File: config.mk
export PLATFORM = sky130hd
export DESIGN_NAME = lcd_ctrl
export DESIGN_NICKNAME = d
export VERILOG_FILES = /design/src/rtl/lcd_ctrl.sv
export SDC_FILE = /design/constraint.sdc
export NUM_CORES = 1
export LEC_CHECK = 0
export BUFFER_PORTS_ARGS = -buffer_cell sky130_fd_sc_hd__buf_2
export CAP_MARGIN = 25
export CORE_AREA = 4 4 60 84
export DETAILED_ROUTE_END_ITERATION = 8
export DIE_AREA = 0 0 64 88
export GPL_TIMING_DRIVEN = 0
export PLACE_DENSITY = 0.93
export SYNTH_ARGS = -nofsm -noshare
export SYNTH_HDL_FRONTEND = slang
export SYNTH_SLANG_ARGS = --single-unit
File: constraint.sdc
create_clock -name i_clk -period 5.5 [get_ports i_clk]
set_clock_uncertainty 0.1 [all_clocks]
set_input_delay 0.55 -clock i_clk [delete_from_list [all_inputs] [get_ports i_clk]]
set_output_delay 0.55 -clock i_clk [all_outputs]
set_load 0.05 [all_outputs]
File: src/rtl/lcd_ctrl.sv
// lcd_ctrl: turns toggle-handshaked writes to the LSU LCD register into
// HD44780-style bus cycles (setup, EN pulse, hold, execution wait), with a
// one-deep pending buffer and sticky overrun flag.
// Optional build macro LCD_LONGCMD_EN: clear/home commands (RS=0, DATA 0x01..0x03)
// use the longer LONG_CYC execution wait instead of EXEC_CYC.
module lcd_ctrl #(
  parameter int SETUP_CYC = 2,
  parameter int EN_CYC    = 13,
  parameter int HOLD_CYC  = 2,
  parameter int EXEC_CYC  = 2000,
  parameter int LONG_CYC  = 82000,
  parameter int CNT_W     = 17
) (
  input  logic        i_clk,
  input  logic        i_reset,
  input  logic [31:0] i_lcd_reg,
  output logic [7:0]  o_lcd_data,
  output logic        o_lcd_rs,
  output logic        o_lcd_rw,
  output logic        o_lcd_en,
  output logic        o_lcd_on,
  output logic        o_busy,
  output logic        o_overrun
);

  typedef enum logic [2:0] {
    IDLE,
    SETUP,
    PULSE,
    HOLD,
    WAIT
  } state_t;

  // Every phase length must be at least one cycle and fit the timer.
  if (CNT_W < 1 || CNT_W > 30 ||
      SETUP_CYC < 1 || EN_CYC < 1 || HOLD_CYC < 1 ||
      EXEC_CYC < 1 || LONG_CYC < 1 ||
      SETUP_CYC > (1 << CNT_W) || EN_CYC > (1 << CNT_W) ||
      HOLD_CYC > (1 << CNT_W) || EXEC_CYC > (1 << CNT_W) ||
      LONG_CYC > (1 << CNT_W)) begin : g_bad_param
    $error("lcd_ctrl: illegal cycle parameters for CNT_W");
  end

  state_t           state;
  logic [CNT_W-1:0] timer;
  logic             t_last;
  logic             pending_v;
  logic [9:0]       pend_cmd;
  logic [9:0]       new_cmd;
  logic             trig;
  logic             timer_done;
  logic             wait_end;
  logic             accept_now;
  logic             capture;
  logic [CNT_W-1:0] wait_load;
  logic             unused_bits;

  // Bits 30:11 of the LSU register carry nothing for the LCD.
  assign unused_bits = ^i_lcd_reg[30:11];

  assign new_cmd    = i_lcd_reg[9:0];
  assign trig       = (i_lcd_reg[10] != t_last);
  assign timer_done = (timer == '0);
  assign wait_end   = (state == WAIT) && timer_done;
  // A new command starts directly when idle, or when it lands on the last
  // WAIT cycle with nothing queued; otherwise it goes to the pending buffer.
  assign accept_now = trig && ((state == IDLE) || (wait_end && !pending_v));
  assign capture    = trig && !accept_now;

`ifdef LCD_LONGCMD_EN
  logic long_cmd;
  assign long_cmd  = !o_lcd_rs &&
                     ((o_lcd_data == 8'h01) || (o_lcd_data == 8'h02) ||
                      (o_lcd_data == 8'h03));
  assign wait_load = long_cmd ? CNT_W'(LONG_CYC - 1) : CNT_W'(EXEC_CYC - 1);
`else
  assign wait_load = CNT_W'(EXEC_CYC - 1);
`endif

  assign o_busy = (state != IDLE) || pending_v;

  // Power/backlight follows the register bit every cycle, outside the FSM.
  always_ff @(posedge i_clk or negedge i_reset) begin
    if (!i_reset) begin
      o_lcd_on <= 1'b0;
    end else begin
      o_lcd_on <= i_lcd_reg[31];
    end
  end

  // Bus-cycle FSM with phase timer, toggle detection and pending buffer.
  always_ff @(posedge i_clk or negedge i_reset) begin
    if (!i_reset) begin
      state      <= IDLE;
      timer      <= '0;
      t_last     <= 1'b0;
      pending_v  <= 1'b0;
      pend_cmd   <= '0;
      o_lcd_data <= '0;
      o_lcd_rs   <= 1'b0;
      o_lcd_rw   <= 1'b0;
      o_lcd_en   <= 1'b0;
      o_overrun  <= 1'b0;
    end else begin
      if (trig) begin
        t_last <= i_lcd_reg[10];
      end

      case (state)
        IDLE: begin
          if (trig) begin
            {o_lcd_rw, o_lcd_rs, o_lcd_data} <= new_cmd;
            state <= SETUP;
            timer <= CNT_W'(SETUP_CYC - 1);
          end
        end
        SETUP: begin
          if (timer_done) begin
            state    <= PULSE;
            timer    <= CNT_W'(EN_CYC - 1);
            o_lcd_en <= 1'b1;
          end else begin
            timer <= timer - 1'b1;
          end
        end
        PULSE: begin
          if (timer_done) begin
            state    <= HOLD;
            timer    <= CNT_W'(HOLD_CYC - 1);
            o_lcd_en <= 1'b0;
          end else begin
            timer <= timer - 1'b1;
          end
        end
        HOLD: begin
          if (timer_done) begin
            state <= WAIT;
            timer <= wait_load;
          end else begin
            timer <= timer - 1'b1;
          end
        end
        WAIT: begin
          if (timer_done) begin
            if (pending_v) begin
              {o_lcd_rw, o_lcd_rs, o_lcd_data} <= pend_cmd;
              pending_v <= 1'b0;
              state     <= SETUP;
              timer     <= CNT_W'(SETUP_CYC - 1);
            end else if (trig) begin
              {o_lcd_rw, o_lcd_rs, o_lcd_data} <= new_cmd;
              state <= SETUP;
              timer <= CNT_W'(SETUP_CYC - 1);
            end else begin
              state <= IDLE;
            end
          end else begin
            timer <= timer - 1'b1;
          end
        end
        default: begin
          state <= IDLE;
          timer <= '0;
        end
      endcase

      // A queued command consumed this cycle frees the buffer, so only a
      // still-occupied buffer counts as an overrun.
      if (capture) begin
        pend_cmd  <= new_cmd;
        pending_v <= 1'b1;
        if (pending_v && !wait_end) begin
          o_overrun <= 1'b1;
        end
      end
    end
  end

endmodule

==> key figures <==
Outcome
  – Status: completed

Die
  – Core Area: 0.00424 mm2
  – Initial Util: 57.8%
  – FP Rows: 28
  – DIE AREA: 0.00563 mm2
  – Die Wd: ~64 um
  – Chip Height: 88 um
  – I/O pin count: 48

Finish
  – Commonest non-fill, non-tap cell in the layout: dfrtp_1
  – Nets: 325
  – Commonest non-fill, non-tap cells in the layout: dfrtp_1 (45), buf_2 (34), a21oi_1 (25)
  – Number of fill cells: ~330
  – Layout cells sized above 1: approximately a fifth
  – Antenna diode count: 0
  – Area Growth Syn to Fin: 14.4%
  – Util after Layout: 66.1%
  – Post-route insts no fill: 351
  – Final instance area: approximately 0.0028 mm2

Min path
  – HP Class: input port to flop
  – WHS Path Cells: 1
  – Min-delay src: i_lcd_reg[31]
  – Hold Path End: o_lcd_on

Synthesis
  – Synth Area in XOR/XNOR: under 10%
  – Adder and majority gate portion of the synthesized area: 0.511%
  – Post-synth EDFFs: 0
  – Post-Synth Simple-Gate Area: between 10% and 20%
  – Distinct cells, synth: between 50 and 60
  – Gate Count Post-Synth: 254
  – Largest family of logic cells by synthesized area: compound AO/OA/AOI/OAI gates
  – Synth Register Bits: 45
  – Post-Syn Nets: 289
  – Post-Syn Area: 0.00245 mm2
  – Synth Area in Compound Gates: between 20% and 30%
  – Yosys warns: 0
  – Synth Area per Inst: 9.65 um2
  – Top FF cell, synth: dfrtp_1
  – Async set-reset flop share out of synthesis: 100%
  – Post-synthesis sequential area ratio: between 40 and 50%
  – Mux cell area share after synthesis: 4.60%

Critical path
  – Critical path, cell by cell: inv_1, ha_1, or3b_2, clkbuf_1, or3_4, o31ai_4, a21oi_2, mux2_2
  – Worst Path Class, Setup: flop to flop
  – Critical-path maximum fanout: 10
  – Crit-path leading delay family: simple AND/OR/NAND/NOR gates
  – CP max stage cell: or3b_2
  – Worst path required time: 5.59 ns
  – Reg2reg path depth: 8
  – Critical R2R Launch: timer[0]
  – Slowest Stage Delay on Critical Path: 0.45 ns
  – Worst R2R End: pend_cmd[1]
  – Buf/Inv on CP: 2
  – Crit path DAT: 2.99 ns
  – Flop-to-flop setup slack: 2.60 ns
  – Crit path launch type: flop
  – Crit end category: flop

Placed design
  – IO Port Bufs: 27
  – Post-Place Cells: 341
  – Area after DPL: 0.00266 mm2
  – Gpl congestion: 1.03
  – Dpl hpwl: 4430 um

Global routing
  – Total Routing Usage GR: a little under a quarter
  – Largest net degree at the start of global routing: 46
  – Initial antenna violation count: 0
  – Gr ovfl total: 0
  – Number of global-route vias before repair: ~2200
  – First-pass GRT wire length: 10200 um

CTS
  – Post-CTS Setup Inserts: 0
  – Total CTS buffers: 5
  – Clock Pin Slew Worst Setup and Hold Paths: 0.09 ns
  – Clock tree from TritonCTS: yes
  – H-tree depth: 2
  – Clock sink total: 45
  – Root Buffer Master: clkbuf_8
  – Max Buffers Root-to-Sink: 2
  – Clock latency on the worst-skew pair: 0.30 ns

STA
  – Slew Limit Fails: 0
  – F_max: approximately 350 MHz
  – Relative slew slack: 45.4%
  – Fin Setup TNS: 0 ns
  – Hold WS: 0.249 ns
  – Final worst-path cycle share: 52.7%
  – Final min period: 2.90 ns
  – Final setup fails: 0
  – Slew @ Worst Pin: 0.813 ns
  – Final Hold Viols: 0
  – RSZ-0062 raised after global routing: false

Drt
  – Wire per inst: 17.6 um
  – Wirelength, routed: approximately 6200 um
  – Routed Antenna Nets: 0
  – Vias: 2237
  – DRT Pass-1 Iters: 5
  – Drt drc: 0
  – Vias per cell: 6.37
  – DR iter-0 viols: 114

Power and ir drop
  – Leak: 1.18 nW
  – Worst VDD drop: between 0.3 and 0.4 mV
  – Pwr Density: around 570 mW/mm2

Run
  – Max-Cap Viols: 0
## sequential cells by signal (all words and copies together), names as in the netlist, 3 cells and up
name,count
state,3
pend_cmd,10
o_lcd_data,8
timer,17
## per-stage QoR
step	power, W	worst slack [ns]
after floorplan	0.00114	2.94
after global placement	0.00131	2.68
after detailed placement	0.00133	2.64
after CTS	0.00159	2.63
after global routing	0.00169	2.49
final	0.00160	2.60
## cells by family after synthesis
kind of cell             count (synthesis)
XOR/XNOR                                 5
multiplexers                            10
AND/OR/NAND/NOR                         75
adder cells (fa/ha/maj)                  1
buffers and inverters                   25
flip-flops                              45
AO/OA/AOI/OAI                           93
## metal layers
metal / wire, um / vias to the layer above / share of wire [%] / GRT usage, %
met2: 3240 / 107 / 52 / 42.8
met3: 363 / 23 / 5.9 / 3.98
li1: - / 1026 / - / -
met5: 0 / - / 0 / 0
met4: 169 / 0 / 2.7 / 12.2
met1: 2420 / 1081 / 39 / 24.4
## worst max-delay path by stage
| stage | startpoint | endpoint | slack (ns) | depth (start not counted) |
|---|---|---|---|---|
| floorplan | timer[0] | pend_cmd[0] | 2.94 | 8 |
| global placement | timer[0] | pend_cmd[7] | 2.68 | 8 |
| detailed placement | timer[0] | pend_cmd[1] | 2.64 | 8 |
| CTS | timer[0] | pend_cmd[8] | 2.63 | 8 |
| global route | timer[0] | o_lcd_data[7] | 2.49 | 9 |
| finish | timer[0] | pend_cmd[1] | 2.60 | 8 |
## repair_timing
action	CTS	global route
hold endpoints to repair	0	4
hold buffers	0	1
gates resized for setup	0	0
setup endpoints to repair	0	0
## cell type report
cell class	instances	area, um2	area share (%)
clock inverters	2	38.8	1.38
flip-flops and latches	45	1130	40.2
inverters	6	22.5	0.804
plain buffers	19	80.1	2.86
clock buffers	6	72.6	2.59
well taps	60	75.1	2.68
multi-input cells	184	1220	43.6
repair buffers	29	165	5.90
## Yosys cell counts (2+ instances only)
cell / number / area, um2
nor3_1: 7 / 35.0
a211oi_1: 3 / 22.5
xnor2_1: 4 / 35.0
nand4_1: 2 / 12.5
a221oi_1: 2 / 17.5
a31oi_1: 4 / 25.0
a2bb2oi_1: 2 / 17.5
o221ai_1: 3 / 26.3
nand2b_1: 2 / 12.5
nand2_1: 12 / 45.0
dfrtp_1: 45 / 1130
and3_1: 11 / 68.8
o2bb2ai_1: 10 / 87.6
or4_1: 4 / 30.0
o21ai_0: 14 / 70.1
a21o_1: 5 / 37.5
clkbuf_1: 11 / 41.3
nand3_1: 6 / 30.0
mux2_2: 10 / 113
buf_2: 7 / 35.0
a21oi_1: 25 / 125
inv_1: 6 / 22.5
nor2_1: 16 / 60.1
o211ai_1: 2 / 15.0
o31ai_1: 2 / 15.0
o21a_1: 2 / 15.0
nor4_1: 4 / 25.0
a211o_1: 3 / 26.3
or3_1: 4 / 25.0
## where the power goes
| group | internal, W | switching, W | leakage [nW] |
|---|---|---|---|
| Combinational | 0.000275 | 0.000517 | 0.573 |
| Sequential | 0.000452 | 0.000101 | 0.547 |
| Clock | 0.000136 | 0.000118 | 0.0554 |
(Power assumes the default switching activity.)
